File: src/rtl/branch_resolve_queue.sv
// Branch resolve queue: in-order tracking of predicted branches from decode to execute,
// producing registered predictor feedback and mispredict redirects. Optional statistics via BRANCH_STATS_EN.
module branch_resolve_queue #(
    parameter int ADDR_W = 32,
    parameter int DEPTH  = 4,
    parameter int CNT_W  = 32
) (
    input  logic              clk,
    input  logic              rst_n,
    input  logic              i_dec_valid,
    input  logic [ADDR_W-1:0] i_dec_pc,
    input  logic              i_dec_prediction,
    input  logic [ADDR_W-1:0] i_dec_recovery,
    output logic              o_dec_ready,
    input  logic              i_ex_valid,
    input  logic              i_ex_outcome,
    input  logic              i_flush,
    output logic              o_fb_valid,
    output logic [ADDR_W-1:0] o_fb_pc,
    output logic              o_fb_prediction,
    output logic              o_fb_outcome,
    output logic              o_redirect_valid,
    output logic [ADDR_W-1:0] o_redirect_pc,
    output logic              o_err,
    output logic [CNT_W-1:0]  o_branch_count,
    output logic [CNT_W-1:0]  o_miss_count
);

    localparam int PTR_W = $clog2(DEPTH);
    localparam logic [PTR_W:0] FULL_CNT = (PTR_W+1)'(DEPTH);

    typedef enum logic {RUN, RECOVER} state_e;

    state_e            state_q, state_d;
    logic              alive_q;
    logic [PTR_W-1:0]  rdPtr_q, rdPtr_d;
    logic [PTR_W-1:0]  wrPtr_q, wrPtr_d;
    logic [PTR_W:0]    count_q, count_d;
    logic              fbValid_q, fbValid_d;
    logic [ADDR_W-1:0] fbPc_q, fbPc_d;
    logic              fbPred_q, fbPred_d;
    logic              fbOutcome_q, fbOutcome_d;
    logic              redirectValid_q, redirectValid_d;
    logic [ADDR_W-1:0] redirectPc_q, redirectPc_d;
    logic              err_q, err_d;

    logic [ADDR_W-1:0] memPc   [DEPTH];
    logic              memPred [DEPTH];
    logic [ADDR_W-1:0] memRec  [DEPTH];

    logic             decReady;
    logic             pushAcc;
    logic             pushWrite;
    logic             resolve;
    logic             mispredict;
    logic             flushEff;
    logic [PTR_W-1:0] rdPtrPop;

    // alive_q keeps decode stalled until the first clock edge after reset release.
    always_comb begin
        decReady   = alive_q && (state_q == RUN) && (count_q < FULL_CNT);
        pushAcc    = i_dec_valid && decReady;
        resolve    = i_ex_valid && (count_q != '0);
        mispredict = resolve && (i_ex_outcome != memPred[rdPtr_q]);
        flushEff   = i_flush && (state_q == RUN);
        rdPtrPop   = resolve ? rdPtr_q + PTR_W'(1) : rdPtr_q;

        state_d   = state_q;
        rdPtr_d   = rdPtrPop;
        wrPtr_d   = wrPtr_q;
        count_d   = count_q;
        pushWrite = 1'b0;

        case (state_q)
            RUN:     state_d = mispredict ? RECOVER : RUN;
            RECOVER: state_d = RUN;
            default: state_d = RUN;
        endcase

        if (mispredict) begin
            wrPtr_d = rdPtrPop;
            count_d = '0;
        end else if (flushEff) begin
            wrPtr_d = rdPtrPop;
            count_d = '0;
        end else begin
            pushWrite = pushAcc;
            if (pushAcc) begin
                wrPtr_d = wrPtr_q + PTR_W'(1);
            end
            case ({pushAcc, resolve})
                2'b10:   count_d = count_q + (PTR_W+1)'(1);
                2'b01:   count_d = count_q - (PTR_W+1)'(1);
                default: count_d = count_q;
            endcase
        end

        fbValid_d       = resolve;
        fbPc_d          = resolve ? memPc[rdPtr_q] : fbPc_q;
        fbPred_d        = resolve ? memPred[rdPtr_q] : fbPred_q;
        fbOutcome_d     = resolve ? i_ex_outcome : fbOutcome_q;
        redirectValid_d = mispredict;
        redirectPc_d    = mispredict ? memRec[rdPtr_q] : redirectPc_q;

        // Stalled pushes during RECOVER are legal and deliberately excluded here.
        err_d = err_q
              || (i_ex_valid && (count_q == '0))
              || (i_dec_valid && !decReady && (state_q == RUN));
    end

    always_ff @(posedge clk or negedge rst_n) begin
        if (!rst_n) begin
            state_q         <= RUN;
            alive_q         <= 1'b0;
            rdPtr_q         <= '0;
            wrPtr_q         <= '0;
            count_q         <= '0;
            fbValid_q       <= 1'b0;
            fbPc_q          <= '0;
            fbPred_q        <= 1'b0;
            fbOutcome_q     <= 1'b0;
            redirectValid_q <= 1'b0;
            redirectPc_q    <= '0;
            err_q           <= 1'b0;
        end else begin
            state_q         <= state_d;
            alive_q         <= 1'b1;
            rdPtr_q         <= rdPtr_d;
            wrPtr_q         <= wrPtr_d;
            count_q         <= count_d;
            fbValid_q       <= fbValid_d;
            fbPc_q          <= fbPc_d;
            fbPred_q        <= fbPred_d;
            fbOutcome_q     <= fbOutcome_d;
            redirectValid_q <= redirectValid_d;
            redirectPc_q    <= redirectPc_d;
            err_q           <= err_d;
        end
    end

    always_ff @(posedge clk) begin
        if (pushWrite) begin
            memPc[wrPtr_q]   <= i_dec_pc;
            memPred[wrPtr_q] <= i_dec_prediction;
            memRec[wrPtr_q]  <= i_dec_recovery;
        end
    end

    assign o_dec_ready      = decReady;
    assign o_fb_valid       = fbValid_q;
    assign o_fb_pc          = fbPc_q;
    assign o_fb_prediction  = fbPred_q;
    assign o_fb_outcome     = fbOutcome_q;
    assign o_redirect_valid = redirectValid_q;
    assign o_redirect_pc    = redirectPc_q;
    assign o_err            = err_q;

`ifdef BRANCH_STATS_EN
    logic [CNT_W-1:0] branchCount_q, missCount_q;

    // Pushes discarded by a same-cycle squash or flush never enter the queue and are not counted.
    always_ff @(posedge clk or negedge rst_n) begin
        if (!rst_n) begin
            branchCount_q <= '0;
            missCount_q   <= '0;
        end else begin
            if (pushWrite && (branchCount_q != '1)) begin
                branchCount_q <= branchCount_q + CNT_W'(1);
            end
            if (mispredict && (missCount_q != '1)) begin
                missCount_q <= missCount_q + CNT_W'(1);
            end
        end
    end

    assign o_branch_count = branchCount_q;
    assign o_miss_count   = missCount_q;
`else
    assign o_branch_count = '0;
    assign o_miss_count   = '0;
`endif

endmodule

File: config.mk
export PLATFORM = sky130hd
export DESIGN_NAME = branch_resolve_queue
export DESIGN_NICKNAME = d
export VERILOG_FILES = /design/src/rtl/branch_resolve_queue.sv
export SDC_FILE = /design/constraint.sdc
export NUM_CORES = 1
export LEC_CHECK = 0
export ABC_AREA = 1
export CORE_MARGIN = 2
export CORE_UTILIZATION = 48
export CTS_CLUSTER_SIZE = 16
export DETAILED_ROUTE_END_ITERATION = 12
export GPL_TIMING_DRIVEN = 0
export PLACE_DENSITY_LB_ADDON = 0.3
export SLEW_MARGIN = 20
export SYNTH_ARGS = -nofsm -noshare
export SYNTH_HDL_FRONTEND = slang
export SYNTH_SLANG_ARGS = --single-unit
export TNS_END_PERCENT = 20
File: constraint.sdc
create_clock -name clk -period 4.07 [get_ports clk]
set_clock_uncertainty 0.15 [all_clocks]
set_input_delay 0.6105 -clock clk [delete_from_list [all_inputs] [get_ports clk]]
set_output_delay 0.6105 -clock clk [all_outputs]
set_load 0.01 [all_outputs]
Yosys cells after proc, flatten, opt, wreduce, memory -nomap -nowiden:

Memory sizes are Yosys's and may differ from the RTL's. A register that Yosys moved wholly into a read port is not among the register bits.
Cells that the tools add are included.

* register bits: 14
* bits in writable memories: 260
* output and inout port bits: 134
* memories: 3

* add/subtract/negate cells: 4
* magnitude comparators: 1
* equal/unequal tests: 3
* muxes and demuxes: 13
* bitwise logic cells: 1
* reductions and logical operators: 18

Memories
* memPc: words 4, bits a word 32, rd ports 1, clocked after Yosys merged registers in 1, write ports 1, RTL line 47 `logic [ADDR_W-1:0] memPc [DEPTH];`
* memRec: words 4, bits a word 32, rd ports 1, clocked after Yosys merged registers in 1, write ports 1, RTL line 49 `logic [ADDR_W-1:0] memRec [DEPTH];`
* memPred: words 4, bits a word 1, rd ports 1, clocked after Yosys merged registers in 0, write ports 1, RTL line 48 `logic memPred [DEPTH];`

Operator list (count)
* logical AND 1 bit: 9
* 2-to-1 mux 2 bit: 4
* 2-to-1 mux 3 bit: 2
* case mux 3 bit (2 select lines): 1
* nonzero test 3 bit: 2
* 2-to-1 mux 1 bit: 5
* adder 2 x 1 -> 2 bit (second input constant): 2
* nonzero test 4 bit: 1
* adder 3 x 1 -> 3 bit (second input constant): 1
* zero test 1 bit: 3
* zero test 3 bit: 1
* < comparator 3 bit (second input constant): 1
* subtractor 3 x 1 -> 3 bit (second input constant): 1
* equality test 2 x 1 -> 1 bit (second input constant): 1
* equality test 2 bit (second input constant): 1
* logical OR 1 bit: 2
* case mux 1 bit (2 select lines): 1
* inequality test 1 bit: 1
* NOT 1 bit: 1

Longest topological paths before layout:

Gate-level depths: netlist of the first run.

* word-level depth: 8
* mapped depth: 11

Worst setup path after synthesis of the first run:

No wires, ideal clock.

* kind: input port to flip-flop
* from: in i_ex_valid
* to: mem memPc[0][0], enable pin
* library setup time: 0.488 ns
* arrival time: 3.877 ns
* slack: -0.445 ns
* stages: 6
* cells stage by stage: inv_1 > a21oi_4 > nand3_2 > buf_4 > nand3_2 > nor2_1

* word-level cells in the longest chain between the ends: 5

Ends and longest elaborated chain
* start: declaration: RTL line 15 `input logic i_ex_valid,`
* logical AND 1 bit: RTL line 63 `resolve = i_ex_valid && (count_q != '0);`
* logical AND 1 bit: RTL line 64 `mispredict = resolve && (i_ex_outcome != memPred[rdPtr_q]);`
* 2-to-1 mux 1 bit: RTL line 80 `if (mispredict) begin`
* 2-to-1 mux 1 bit: RTL line 142 `if (pushWrite) begin`
* 2-to-1 mux 1 bit (not written as such): RTL line 143 `memPc[wrPtr_q] <= i_dec_pc;`
* end: declaration: RTL line 47

Every way passes these cells.

Final worst setup path of the first run:

* from: reg rdPtr_q[0]
* to: mem memPc[3][28], enable pin

* word-level cells in the longest chain between the ends: 6

Ends and longest elaborated chain
* start: declaration: RTL line 36 `logic [PTR_W-1:0] rdPtr_q, rdPtr_d;`
* start signal: assignment: RTL line 128 `rdPtr_q <= rdPtr_d;`
* memory read (4 x 1 bit)
* inequality test 1 bit: RTL line 64
* logical AND 1 bit: RTL line 64
* 2-to-1 mux 1 bit: RTL line 80
* 2-to-1 mux 1 bit: RTL line 142
* 2-to-1 mux 1 bit (not written as such): RTL line 143

Every way passes these cells.

==> run_results.csv, run 1 <==
group,metric,value,unit
pwr,power_density,707,nW/um^2
clocking,cts_made_buffers,35,
die,pin_count,205,
worst_setup_path,crit_top_cell,"nand2_1",
global_routing,antenna_found_initial,2,
drt,drtPass1Iterations,5,
synthesis,synth_area,13200,um^2
finish,area_delta_synth_final,28.0,%
drt,routed_wl,30800,um
synthesis,yosys.area.top_type,"edfxtp_1",
die,die_height,170,um
timing,worstMarginPinSlew,0.686,ns
synthesis,ys_ff_latch,338,
timing,setup_viol,0,
clocking,clk_latency,0.51,ns
synthesis,syn_avg_cell_area,12.5,um^2
clocking,postCtsSetupRepairBufs,0,
timing,fin_crit,2.96,ns
drt,via_per_inst,5.18,
timing,setup_slack,1.11,ns
worst_setup_path,required,4.13,ns
die,core,27000,um^2
finish,finish.utilization,0.626,
synthesis,synth_cell_types,25,
worst_setup_path,crit_arrival,3.02,ns
clocking,cts.path.max_buffers,3,
finish,fin_nets,1388,
clocking,cts_root_buffer,"clkbuf_16",
clocking,htreeDepth,2,
worst_setup_path,crit_path_top_delay_cell,"nor2_4",
global_routing,grt_pass1_wl,46500,um
status,status,"complete, no violations",
worst_setup_path,worstPathMaxFanout,21,
worst_setup_path,end_kind,"register",
timing,relSlewSlack,0.542,
flow_run,max_cap_viol_count,0,
pwr,power_leakage,6.46,nW
worst_setup_path,path_cells,"inv_2 -> nand2_1 -> nand3_1 -> nand2_1 -> nand2_1 -> nand3_2 -> buf_4 -> nand3_2 -> nor2_4 -> buf_16 -> buf_12",
finish,drive_above_1_share,0.129,
synthesis,yosys_warnings,0,
drt,ant_nets,0,
placed_design,port_buffers,140,
synthesis,syn_inst,1058,
die,initial_core_util,0.489,
global_routing,grt_pass1_vias,8235,
worst_setup_path,slowest_delay,0.59,ns
hold_path,min_path_type,"reg2reg",
drt,wl_per_cell,18.3,um
die,die_area,28900,um^2
pwr,ir_worst_vdd,0.411,mV
timing,maxSlewViolCount,0,
timing,final_hold_viol_count,0,
synthesis,synthTopCellsByArea,"edfxtp_1 59%, dfrtp_1 15%, nor2_1 6.7%, o21ai_0 4.9%, buf_4 4.0%",
drt,vias,8698,
synthesis,synth_top_area_share,0.591,
pwr,power.total,0.0120,W
timing,max_freq,338,MHz
clocking,ctsHoldBuffers,1,
timing,fin_crit_sh,0.728,
global_routing,track_usage,0.212,
global_routing,grt.overflow.total,0,
timing,rsz0062_at_grt,"no",
worst_setup_path,worstSetupPathType,"reg2reg",
die,fp-row-count,60,
placed_design,gp_congestion,0.749,
clocking,cts_resized,0,
clocking,cts_tree,"built",
placed_design,post-place-ws,0.680,ns
die,die_w,170,um
synthesis,yosysSeqAreaShare,0.739,
placed_design,hpwl,19400,um
clocking,cts.sinks,338,
clocking,clk_pin_slew_worst_paths,0.06,ns
worst_setup_path,setup.worst_path.start_class,"register",
worst_setup_path,rrSetupSlack,1.11,ns
global_routing,grt_max_degree,53,
drt,drc,0,
drt,dr.first_iter.drc_count,733,
## through the flow
stage / instance area (um^2) / hold WS (ns) / setup TNS, ns / cells
3_5_place_dp: 15600 / 0.303 / 0 / 1615
2_1_floorplan: 13400 / 0.165 / -115.82 / 1121
3_3_place_gp: 15300 / 0.293 / -972.66 / 1602
6_report: 16900 / 0.305 / 0 / 1680
4_1_cts: 16900 / 0.310 / 0 / 1679
5_1_grt: 16900 / 0.331 / 0 / 1679
## critical path: cells and delay by family, from the launching register on
family,cells,cell delay (ns)
simple gates,7,1.22
flops,1,0.49
buf+inv,4,0.76
## layout by cell type, fill, tap and decap left out, drive strengths merged
master / instances
a21oi: 2
nand2: 120
conb: 65
nor3: 1
a31oi: 32
buf: 115
clkinv: 8
clkinvlp: 1
inv: 20
dfrtp: 78
o21ai: 130
bufinv: 8
o22ai: 32
dlygate4sd3: 1
nand3: 12
edfxtp: 260
fa: 1
nand4: 5
clkdlybuf4s50: 139
diode: 1
xor2: 3
a311o: 1
ha: 4
clkbuf: 64
nor2: 236
## synth_stat cells, drive strengths merged
master	number
o22ai	32
buf	101
nand3	12
xor2	3
edfxtp	260
ha	4
dfrtp	78
nand2	120
clkbuf	19
conb	2
a21oi	2
nand4	5
nor3	1
a31oi	32
fa	1
a311o	1
o21ai	130
inv	19
nor2	236
## flip-flops by register name, indices dropped and copies added, names as in the netlist, 2 cells and up
register,count
wrPtr_q,2
memPc,128
o_redirect_pc,32
rdPtr_q,2
memRec,128
count_q,3
memPred,4
o_fb_pc,32
## kinds of logic after synthesis
family	count (synthesis)	share of synthesized area
simple gates	374	0.109
flops	338	0.739
compound gates	197	0.0819
buf+inv	139	0.0624
fa+ha+maj	5	0.00530
xor+xnor	3	0.00199
other cells	2	0.000568
## cell type report
type                    count  area, um^2
diodes                      1        2.50
inverters                  19        71.3
clock inverters            18         294
repair buffers            154        1740
multi-input cells         644        2900
fillers                  2064       10100
well taps                 341         427
flip-flops and latches    338        9760
plain buffers             120         753
clock buffers              45         966
## per-layer routing
| layer | track usage | share of wire | vias up |
|---|---|---|---|
| li1 | - | - | 4077 |
| met1 | 0.290 | 0.42 | 4170 |
| met2 | 0.353 | 0.48 | 408 |
| met3 | 0.0395 | 0.086 | 43 |
| met4 | 0.0569 | 0.018 | 0 |
| met5 | 0 | 0 | - |
## report_power, final
| part | internal [W] | leakage [nW] | switching, W |
|---|---|---|---|
| Combinational | 0.00156 | 2.58 | 0.00238 |
| Clock | 0.00219 | 0.613 | 0.00128 |
| Sequential | 0.00427 | 3.27 | 0.000276 |
## path summary, 6_finish.rpt
path / start / endpoint / depth (start not counted)
max: rdPtr_q[0] / memPc[3][28] / 11
min: state_q / state_q / 1
max reg2reg: rdPtr_q[0] / memPc[3][28] / 11
min reg2reg: state_q / state_q / 1
max in group asynchronous: rst_n / o_fb_pc[9] / 3
min in group asynchronous: rst_n / o_redirect_pc[21] / 2
Note: power is estimated with default switching activity, not from simulation.
==> run 2, diff against run 1 <==
clock period = 2.6 ns   (was 4.07 ns; I/O delays follow)
==> run 2 against run 1 <==
First-iteration DRC count decreased by 2.5%. Via count down 0.40%. Clock-buffer cell count up 3. Setup slack got worse by 0.97 ns. Sequential share of layout area rose by 0.15 points. Non-clock buffer count rose by 7. Register-to-register slack got worse by 0.97 ns. Largest cell class unchanged. Largest power group unchanged.
==> run_results.csv, run 2 (synthesis gave the netlist of run 1 again) <==
group,metric,value,unit
status,status,"complete, no violations",
drt,wirelength_met1,12600,um
worst_setup_path,end_kind,"register",
die,fp-row-count,60,
drt,routed-wl-met2,14600,um
flow_run,max_cap_viol_count,0,
timing,fin_crit,2.46,ns
hold_path,min_path_type,"in2async",
global_routing,grt_pass1_wl,45800,um
timing,setup_slack,0.136,ns
pwr,p_sw,0.00604,W
pwr,ir_worst_vdd,0.713,mV
timing,fin_crit_sh,0.948,
clocking,cts.sinks,338,
worst_setup_path,worstPathMaxFanout,19,
pwr,pwr-share-comb,0.339,
die,die_w,170,um
finish,area_delta_synth_final,27.7,%
worst_setup_path,required,2.65,ns
die,die_height,170,um
timing,final_hold_viol_count,0,
pwr,pwr-share-seq,0.393,
finish,top_regs,"memPc x128, memRec x128",
pwr,intPower,0.0121,W
finish,fin_nets,1395,
timing,maxSlewViolCount,0,
drt,met3RoutedLength,2110,um
timing,worstMarginPinSlew,0.611,ns
die,die_area,28900,um^2
pwr,power_leakage,6.44,nW
timing,relSlewSlack,0.593,
global_routing,grt_max_degree,45,
placed_design,gp_congestion,0.781,
worst_setup_path,r2r_start,"rdPtr_q[0]",
finish,mostFrequentLayoutCells,"260 x edfxtp_1, 231 x nor2_1, 139 x clkdlybuf4s50_1",
placed_design,post-place-ws,-0.395,ns
die,pin_count,205,
global_routing,grt_pass1_vias,8250,
finish,final_area,16900,um^2
finish,drive_above_1_share,0.131,
pwr,power_density,1080,nW/um^2
pwr,power.share.clock,0.269,
global_routing,grt.overflow.total,0,
clocking,clk_pin_slew_worst_paths,0.06,ns
worst_setup_path,rrSetupSlack,0.14,ns
finish,antenna_cells,0,
global_routing,antenna_found_initial,1,
drt,drtPass1Iterations,5,
worst_setup_path,setup.worst_path.start_class,"register",
drt,vias,8663,
drt,drc,0,
drt,routed.top_layer,"met5",
clocking,htreeDepth,2,
clocking,cts_root_buffer,"clkbuf_16",
worst_setup_path,reg2reg_depth,11,
clocking,cts_made_buffers,35,
die,core,27000,um^2
placed_design,placed_area,15700,um^2
timing,setup_viol,0,
timing,hold_ws,0.270,ns
drt,ant_nets,0,
worst_setup_path,r2r-end,"memPc[1][26]",
finish,num-fill-cells,2066,
finish,mostFrequentLayoutCell,"edfxtp_1",
drt,wl_per_cell,17.7,um
placed_design,port_buffers,140,
clocking,clk_latency,0.51,ns
drt,dr.first_iter.drc_count,715,
drt,via_per_inst,5.14,
clocking,cts_tree,"built",
clocking,cts.path.max_buffers,3,
drt,routed_wl,29900,um
pwr,swShare,0.333,
worst_setup_path,worstSetupPathType,"reg2reg",
timing,max_freq,406,MHz
worst_setup_path,crit_arrival,2.51,ns
die,initial_core_util,0.489,
placed_design,hpwl,19700,um
global_routing,track_usage,0.208,
-- run 2: cell type report --
| class | count | area [um^2] | area share |
|---|---|---|---|
| buffer | 120 | 766 | 0.0454 |
| timing repair buffer | 161 | 1790 | 0.106 |
| clock inverter | 14 | 141 | 0.00838 |
| tap | 341 | 427 | 0.0253 |
| sequential | 338 | 9760 | 0.579 |
| multi-input combinational | 644 | 2920 | 0.173 |
| inverter | 19 | 73.8 | 0.00438 |
| clock buffer | 48 | 987 | 0.0585 |
-- run 2: through the flow --
step | util | TNS, ns | instances | power [W]
5_1_grt | 0.624 | -0.0308 | 1685 | 0.0192
4_1_cts | 0.623 | -0.481 | 1683 | 0.0183
2_1_floorplan | - | -9.73 | 1121 | 0.0106
3_3_place_gp | 0.567 | -508.83 | 1602 | 0.0131
6_report | 0.624 | 0 | 1685 | 0.0182
3_5_place_dp | 0.579 | -32.54 | 1616 | 0.0134
-- run 2: critical path, cell delays in order, from the launching register on --
cell and delay, ns:
dfrtp_2 0.47, inv_4 0.08, nand2_1 0.09, nand3_2 0.09, nand2_1 0.09, nand2_1 0.08
nand3_4 0.12, buf_12 0.14, nand3_4 0.13, nor2_4 0.29, buf_12 0.23, buf_16 0.18
-- run 2: repair_timing --
item | CTS | global route
endpoints found under the setup margin | 153 | 32
hold buffers | 1 | 0
pin swaps | 2 | 2
buffers inserted | 4 | 2
gates resized for setup | 4 | 2
endpoints found under the hold margin | 34 | 0
-- run 2: worst max path at each step --
stage	to	depth (start not counted)	startpoint
floorplan	memPc[0][0]	8	rdPtr_q[0]
global placement	o_redirect_pc[19]	1	rst_n
detailed placement	memPc[0][27]	9	i_ex_valid
CTS	memPc[3][31]	11	rdPtr_q[0]
global route	memPc[1][22]	11	rdPtr_q[0]
finish	memPc[1][26]	11	rdPtr_q[0]
-- run 2: power groups by stage --
stage / logic (W) / registers, W / clock network, W
after CTS: 0.00618 / 0.00714 / 0.00494
after detailed placement: 0.00612 / 0.00723 / 0
after floorplan: 0.00327 / 0.00737 / 0
final: 0.00615 / 0.00713 / 0.00488
after global routing: 0.00681 / 0.00722 / 0.00519
after global placement: 0.00587 / 0.00724 / 0
-- run 2: layer usage --
| metal | vias up | track usage |
|---|---|---|
| met3 | 43 | 0.0372 |
| met4 | 2 | 0.0673 |
| li1 | 4104 | - |
| met2 | 324 | 0.347 |
| met5 | - | 0 |
| met1 | 4190 | 0.280 |
